[src/rtl/quotient_collector.sv]
// quotient_collector: gathers per-lane divider results (optionally rounded to
// nearest) into one registered SIZE-lane frame and hands it downstream over a
// valid/ready handshake. Stale frames time out; rejected strobes flag overrun.
module quotient_collector #(
   parameter int unsigned SIZE    = 6,
   parameter int unsigned WIDTH   = 9,
   parameter int unsigned ROUND   = 1,
   parameter int unsigned TIMEOUT = 64
) (
   input  logic             clk,
   input  logic             rst,
   input  logic [WIDTH-1:0] quotient_in  [SIZE],
   input  logic [WIDTH-1:0] remainder_in [SIZE],
   input  logic [WIDTH-1:0] divisor_in   [SIZE/2],
   input  logic [SIZE-1:0]  valid_in,
   output logic [WIDTH-1:0] quotient_out [SIZE],
   output logic             frame_valid_out,
   input  logic             frame_ready_in,
   output logic [SIZE-1:0]  lane_mask_out,
   output logic             timeout_out,
   output logic             overrun_out
);

   localparam int unsigned      CNT_W    = $clog2(TIMEOUT);
   localparam logic [CNT_W-1:0] CNT_LAST = CNT_W'(TIMEOUT - 1);

   typedef enum logic [1:0] {
      IDLE    = 2'd0,
      COLLECT = 2'd1,
      PRESENT = 2'd2
   } state_e;

   state_e           state_q, state_d;
   logic [CNT_W-1:0] cnt_q, cnt_d;
   logic [SIZE-1:0]  mask_q, mask_d;
   logic [WIDTH-1:0] data_q [SIZE];
   logic [WIDTH-1:0] data_d [SIZE];
   logic             frame_valid_q, frame_valid_d;
   logic             timeout_q, timeout_d;
   logic             overrun_q, overrun_d;

   logic [WIDTH-1:0] lane_val [SIZE];
   logic [SIZE-1:0]  capture;
   logic             mask_full;
   logic             cnt_last;

   // Per-lane round-to-nearest: 2*rem >= div compared at WIDTH+1 bits, saturating
   for (genvar g = 0; g < SIZE; g++) begin : g_lane
      logic [WIDTH:0] rem_x2;
      logic [WIDTH:0] div_x;
      logic           round_up;

      assign rem_x2      = {remainder_in[g], 1'b0};
      assign div_x       = {1'b0, divisor_in[g/2]};
      assign round_up    = (ROUND != 0) && (divisor_in[g/2] != '0) && (rem_x2 >= div_x);
      assign lane_val[g] = (round_up && (quotient_in[g] != '1)) ? quotient_in[g] + WIDTH'(1)
                                                                 : quotient_in[g];
   end

   // A lane is taken once per frame and never while a frame is being presented
   assign capture   = (state_q == PRESENT) ? '0 : (valid_in & ~mask_q);
   assign mask_full = &(mask_q | capture);
   assign cnt_last  = (cnt_q == CNT_LAST);

   // State register
   always_ff @(posedge clk) begin
      if (rst) state_q <= IDLE;
      else     state_q <= state_d;
   end

   // Next-state logic; completion has priority over timeout
   always_comb begin
      state_d = state_q;
      case (state_q)
         IDLE: begin
            if (capture != '0) state_d = mask_full ? PRESENT : COLLECT;
         end
         COLLECT: begin
            if (mask_full)     state_d = PRESENT;
            else if (cnt_last) state_d = IDLE;
         end
         PRESENT: begin
            if (frame_ready_in) state_d = IDLE;
         end
         default: state_d = IDLE;
      endcase
   end

   // Next values for the lane data, mask, dwell counter and status outputs
   always_comb begin
      cnt_d     = '0;
      mask_d    = mask_q | capture;
      timeout_d = 1'b0;
      overrun_d = |(valid_in & ~capture);
      data_d    = data_q;
      for (int i = 0; i < SIZE; i++) begin
         if (capture[i]) data_d[i] = lane_val[i];
      end
      case (state_q)
         COLLECT: begin
            cnt_d = cnt_q + CNT_W'(1);
            if (!mask_full && cnt_last) begin
               mask_d    = '0;
               timeout_d = 1'b1;
            end
         end
         PRESENT: begin
            if (frame_ready_in) mask_d = '0;
         end
         default: ;
      endcase
      frame_valid_d = (state_d == PRESENT);
   end

   // Datapath and registered outputs
   always_ff @(posedge clk) begin
      if (rst) begin
         cnt_q         <= '0;
         mask_q        <= '0;
         frame_valid_q <= 1'b0;
         timeout_q     <= 1'b0;
         overrun_q     <= 1'b0;
         for (int i = 0; i < SIZE; i++) data_q[i] <= '0;
      end else begin
         cnt_q         <= cnt_d;
         mask_q        <= mask_d;
         frame_valid_q <= frame_valid_d;
         timeout_q     <= timeout_d;
         overrun_q     <= overrun_d;
         for (int i = 0; i < SIZE; i++) data_q[i] <= data_d[i];
      end
   end

   assign quotient_out    = data_q;
   assign frame_valid_out = frame_valid_q;
   assign lane_mask_out   = mask_q;
   assign timeout_out     = timeout_q;
   assign overrun_out     = overrun_q;

endmodule

[config.mk]
export PLATFORM = sky130hd
export DESIGN_NAME = quotient_collector
export DESIGN_NICKNAME = d
export VERILOG_FILES = /design/src/rtl/quotient_collector.sv
export SDC_FILE = /design/constraint.sdc
export NUM_CORES = 1
export LEC_CHECK = 0
export CORE_ASPECT_RATIO = 1.25
export CORE_MARGIN = 10
export CORE_UTILIZATION = 45
export CTS_CLUSTER_SIZE = 24
export DETAILED_ROUTE_END_ITERATION = 16
export PLACE_DENSITY = 0.81
export RECOVER_POWER = 50
export REMOVE_ABC_BUFFERS = 1
export SYNTH_ARGS = -nofsm -noshare
export SYNTH_HDL_FRONTEND = slang
export SYNTH_SLANG_ARGS = --single-unit
export TNS_END_PERCENT = 30
[constraint.sdc]
create_clock -name clk -period 3.12 [get_ports clk]
set_input_delay 0.78 -clock clk [delete_from_list [all_inputs] [get_ports clk]]
set_output_delay 0.78 -clock clk [all_outputs]
set_load 0.01 [all_outputs]
Word level (Yosys, flattened, before mapping)
Cells that the tools add are included.

word-level totals
  register bits after elaboration = 71
  bits of input ports = 144
  output and inout port bits = 63
  logic and storage cells = 80

operators by class
  $add $sub $neg = 7
  $lt $le $gt $ge = 6
  equal/unequal tests = 10
  multiplexer cells = 17
  bitwise gates (word level) = 6
  reduce and logical (&&, ||, !) cells = 22

operators with widths
  operator                                             count
  >= comparator 10 x 9 -> 1 bit                        6
  adder 9 x 1 -> 9 bit, second input constant          6
  2-to-1 mux 9 bit                                     6
  != test 9 bit, second input constant                 6
  nonzero test 9 bit                                   3
  2-to-1 mux 6 bit                                     3
  logical AND 1 bit                                    13
  bitwise AND 6 bit                                    2
  NOT 6 bit                                            2
  case mux 6 bit (2 select lines)                      1
  2-to-1 mux 2 bit                                     5
  adder 6 x 1 -> 6 bit, second input constant          1
  equality test 6 bit, second input constant           1
  bitwise OR 6 bit                                     1
  case mux 2 bit (3 select lines)                      1
  AND reduction 6 bit                                  1
  nonzero test 6 bit                                   1
  OR reduction 6 bit                                   1
  equality test 2 bit, second input constant           2
  equality test 2 x 1 -> 1 bit, second input constant  1
  zero test 2 bit                                      1
  OR reduction 2 bit                                   1
  zero test 1 bit                                      1
  2-to-1 mux 1 bit                                     1
  NOT 1 bit                                            1

Longest topological paths before layout
  word-level depth = 9
  mapped depth = 10
  mapped depth without buffers = 10

Worst setup path before layout
No wires, ideal clock.

  path type = input -> register
  from = in quotient_in[0] (netlist bit)
  to = reg data_q (netlist bit quotient_out[7])
  arrival = 2.655 ns
  setup slack = 0.380 ns
  cell stages on the path = 9
  path buffers = 0
  cell sequence = ha_1 > and3_1 > and3_1 > and3_1 > ha_1 > or4_1 > a21oi_2 > xnor2_1 > a211oi_1

on the way
  longest elaborated chain between the ends = 3
  elaborated cells on any way between the ends = 4
  classes of those cells = 1 x add/sub; 1 x eq/ne; 1 x mux; 1 x reduce/logical

RTL lines
  element                                                       RTL line  RTL
  start: declaration                                            12        input logic [WIDTH-1:0] quotient_in [SIZE],
  branches (longest 2 deep; another with adder 9 x 1 -> 9 bit)  -
  2-to-1 mux 9 bit *                                            56        assign lane_val[g] = (round_up && (quotient_in[g] != '1)) ? quotient_in[g] + WIDTH'(1)
  end: declaration                                              36        logic [WIDTH-1:0] data_q [SIZE];

Every way passes the cells marked *.
A chain may end at the register's enable or synchronous reset.

Worst setup path after layout
  from = in divisor_in[21] (netlist bit)
  to = reg data_q (netlist bit quotient_out[38])

on the way
  longest elaborated chain between the ends = 4
  elaborated cells on any way between the ends = 5
  classes of those cells = 1 x order compare; 1 x mux; 3 x reduce/logical

RTL lines
  element                                                              RTL line  RTL
  start: declaration                                                   14        input logic [WIDTH-1:0] divisor_in [SIZE/2],
  >= comparator 10 x 9 -> 1 bit or nonzero test 9 bit (tied branches)  55        assign round_up = (ROUND != 0) && (divisor_in[g/2] != '0) && (rem_x2 >= div_x);
  logical AND 1 bit *                                                  55
  logical AND 1 bit *                                                  56
  2-to-1 mux 9 bit *                                                   56

Mark *: on every way between the ends. The rest lies on a longest branch, timed or not.

==> flow_summary.ini <==
[status]
outcome = finished, violations left
violations = capacitance limit, slew limit

[logic_synthesis]
synth_cell_types = 61
post_synth_mux_area_share = 0.0244
synth_top_cell_area_share = 0.267
synth_compound_gate_area_share = 0.232
gate_count_after_technology_mapping = 604
yosysWarnings = 0
synth.top_cells.by_area = sky130_fd_sc_hd__dfxtp_1, sky130_fd_sc_hd__ha_1, sky130_fd_sc_hd__a211oi_1
synthesis.area_um2 = 5330
post_synth_xor_area_fraction = 0.0394
synth_simple_gate_area_share = 0.232
synthAdderAreaFrac = 0.155
synth_ff_type = sky130_fd_sc_hd__dfxtp_1
largest_family_of_logic_cells_by_synthesized_area = simple AND/OR/NAND/NOR gates
postSynth.asyncResetShare = 0
ys_seq_area_frac = 0.267
ys_seq_elements = 71
postSynthAreaPerCell_um2 = 8.82
synth_area_leader_cell = sky130_fd_sc_hd__dfxtp_1
post_synth_edffs = 0

[timing]
timing_worst_slew_pin_value_ns = 1.62
timing.slew.headroom = -0.0780
timing.final.crit_period_ns = 2.98
hold_fails_final_rpt = 0
timing.final.max_slew_violations = 32
max_freq_mhz = 335
total_negative_slack_ns = 0
finalCritPeriodShare = 0.956
unrepaired_setup_endpoints_after_global_routing = false
finalSetupViolations = 0
timing.clock.skew_ns = 0.00909

[die]
rows = 44
die_h_um = 142
initial_core_util = 0.459
boundaryPins = 207
die_ar_um2 = 16600
die_x_um = 117
core_area_um2 = 11600

[cells_and_area]
number_of_nets_in_the_layout = 1055
area_growth_pct = 53.2
postLayoutCellArea_um2 = 8160
final_util = 0.703
instances_no_fill = 1011
layout-drive-gt1-share = 0.113
fill_cells = 884
insertedDiodeCount = 0

[placement]
place_congestion = 0.892
portBuffers = 206
placed_area_um2 = 7810
place_hpwl_um = 14700
placedCellCount = 991

[critical_path]
critical_path.reg2reg.endpoint = lane_mask_out[1]$_SDFF_PP0_
cp_top_family = compound AO/OA/AOI/OAI gates
timing.critical_path.cells = clkdlybuf4s50_1 -> inv_1 -> ha_1 -> a211oi_1 -> nor3_2 -> a2111oi_4 -> a21oi_2 -> and4_1 -> nor4_1
cp-end-kind = register
crit_path_dat_ns = 3.21
ff_to_ff_setup_slack_ns = 0.68
top_fanout_value_on_the_critical_path = 7
startpoint_type = primary input
reg2regPathDepth = 8
critical_path_buf_inv_count = 2
timing.critical_path.required_ns = 3.35
slowest_delay_ns = 0.48
critical_path.reg2reg.startpoint = state_q[0]$_SDFF_PP0_
critical_path_class = primary input to register
cp_slowest_cell = sky130_fd_sc_hd__clkdlybuf4s50_1

[detailed_routing]
routed.top_layer = met4
route.detailed.drc = 0
vias = 5584
avgViaCountPerCell = 5.52
routedWlPerCell_um = 17.5
total_wirelength_um = 17700
drt_pass_1_iters = 4
drt_iter0_markers = 276
detail_route.wirelength.met1_um = 6700
detailroute.wirelength.met3_um = 1180
met2RoutedLength_um = 9360
final_antenna_net_count = 0

[global_route]
global_route.usage.total = 0.205
largest_net_degree_at_the_start_of_global_routing = 33
grt_pass1_vias = 6029
grt_antenna_before_repair = 0
wire_length_of_the_first_global_routing_pass_um = 28600
gr-total-overflow = 0

[power]
post-layout-total-power_mw = 3.12
power_density_over_the_cells_nw_per_um2 = 382
cellLeakagePower_nw = 3.50
ir_drop_uv = 253

[clocking]
worst_skew_pair.late_latency_ns = 0.34
ctsRootBufferMaster = sky130_fd_sc_hd__clkbuf_16
cts_hold_buf = 0
clkTransAtPathRegs_ns = 0.07
cts-buffers-inserted = 9
tritoncts = yes
cts_sinks = 71
cts.path.max_buffers = 2
ctsHtreeMaxLevel = 3

[min_path]
holdPathStages = 1
hold_path_startpoint = cnt_q[0]$_SDFF_PP0_
timing.hold.worst.class = register to register
min_to = cnt_q[0]$_SDFF_PP0_

[job]
maxCapViolCount = 1
-- metrics by stage --
stage | hold WS (ns) | worst slack (ns)
2_1_floorplan | 0.418 | 0.369
4_1_cts | 0.457 | 0.0141
3_3_place_gp | 0.429 | -0.287
6_report | 0.452 | 0.136
5_1_grt | 0.481 | 0.0104
3_5_place_dp | 0.442 | -0.484
-- worst max path at each step --
| stage | from | end | cells after the start |
|---|---|---|---|
| 2_1_floorplan | quotient_in[0] | quotient_out[7]$_SDFFE_PP0P_ | 9 |
| 3_3_place_gp | divisor_in[1] | quotient_out[15]$_SDFFE_PP0P_ | 9 |
| 3_5_place_dp | divisor_in[1] | quotient_out[11]$_SDFFE_PP0P_ | 9 |
| 4_1_cts | divisor_in[3] | quotient_out[11]$_SDFFE_PP0P_ | 9 |
| 5_1_grt | divisor_in[21] | quotient_out[38]$_SDFFE_PP0P_ | 9 |
| 6_report | divisor_in[21] | quotient_out[38]$_SDFFE_PP0P_ | 9 |
-- cells by family after synthesis --
kind of cell | count (synthesis)
and+or+nand+nor | 224
AOI/OAI and AO/OA | 140
DFF | 71
buffers and inverters | 66
adders and majority gates | 66
xor gates and xnor gates | 24
muxes | 13
-- flip-flops by register name, summed over array words and instances (netlist names) --
| name | flops |
|---|---|
| quotient_out | 54 |
| timeout_out | 1 |
| lane_mask_out | 6 |
| frame_valid_out | 1 |
| overrun_out | 1 |
| state_q | 2 |
| cnt_q | 6 |
-- per-layer routing --
layer	up-vias	track usage
li1	2735	-
met1	2632	0.205
met2	185	0.395
met3	32	0.0584
met4	0	0.0693
met5	-	0
-- layout make-up --
class | instances | area [um^2] | area share
clock buffer | 9 | 225 | 0.0276
clock inverter | 7 | 63.8 | 0.00782
inverter | 46 | 173 | 0.0212
multi-input combinational | 468 | 3690 | 0.452
sequential | 71 | 1420 | 0.174
tap | 161 | 201 | 0.0247
timing repair buffer | 249 | 2390 | 0.293
-- cell usage in the layout (no fill, tap or decap), drive strengths merged, types with 5 or more instances in the layout --
master and instances:
or3b 5, clkbuf 10, and2 15, nor2b 10
a211oi 54, dfxtp 71, a2111oi 6, nor4 18
a21oi 21, nor3 12, o2111ai 6, inv 50
clkdlybuf4s50 146, nand2b 6, nand3 19, a211o 7
dlygate4sd3 59, buf 43, ha 66, o21a 8
xnor2 21, nand2 18, nand4 7, and3 15
a21o 9, mux2i 13, nor2 73, and4 11
a311oi 7
-- synth_stat cells (4+ instances only) --
master and instances:
sky130_fd_sc_hd__nand4_1 7, sky130_fd_sc_hd__o21a_1 8, sky130_fd_sc_hd__dfxtp_1 71, sky130_fd_sc_hd__xnor2_1 21, sky130_fd_sc_hd__ha_1 66, sky130_fd_sc_hd__a2111oi_4 5, sky130_fd_sc_hd__and4_1 11, sky130_fd_sc_hd__nor2b_1 10
sky130_fd_sc_hd__a311oi_1 7, sky130_fd_sc_hd__o2111ai_1 6, sky130_fd_sc_hd__nor2_1 73, sky130_fd_sc_hd__nand3_1 19, sky130_fd_sc_hd__and2_1 15, sky130_fd_sc_hd__a211o_1 7, sky130_fd_sc_hd__mux2i_1 13, sky130_fd_sc_hd__and3_1 15
sky130_fd_sc_hd__inv_1 46, sky130_fd_sc_hd__or3b_2 5, sky130_fd_sc_hd__nor4_1 16, sky130_fd_sc_hd__nor3_2 4, sky130_fd_sc_hd__a21oi_1 17, sky130_fd_sc_hd__nand2b_1 6, sky130_fd_sc_hd__nor3_1 8, sky130_fd_sc_hd__a211oi_1 44
sky130_fd_sc_hd__a21o_1 8, sky130_fd_sc_hd__clkbuf_1 13, sky130_fd_sc_hd__nand2_1 18, sky130_fd_sc_hd__a211oi_2 6
-- where the power goes --
part           leakage, nW  switching (mW)  total, mW  internal [mW]
clock network        0.136           0.448       1.00          0.557
logic                 2.77           0.493       1.05          0.559
registers            0.588          0.0608       1.06           1.00
total                 3.50            1.00       3.12           2.12
-- what timing repair did --
item                                    in CTS  in global routing
gates cloned                                 0                  1
hold endpoints to repair                     0                  0
endpoints found under the setup margin       7                 10
gates resized for setup                      1                  3
buffers inserted                             0                  3
pin swaps                                    0                  2
Power figures use the tool's default switching activity.
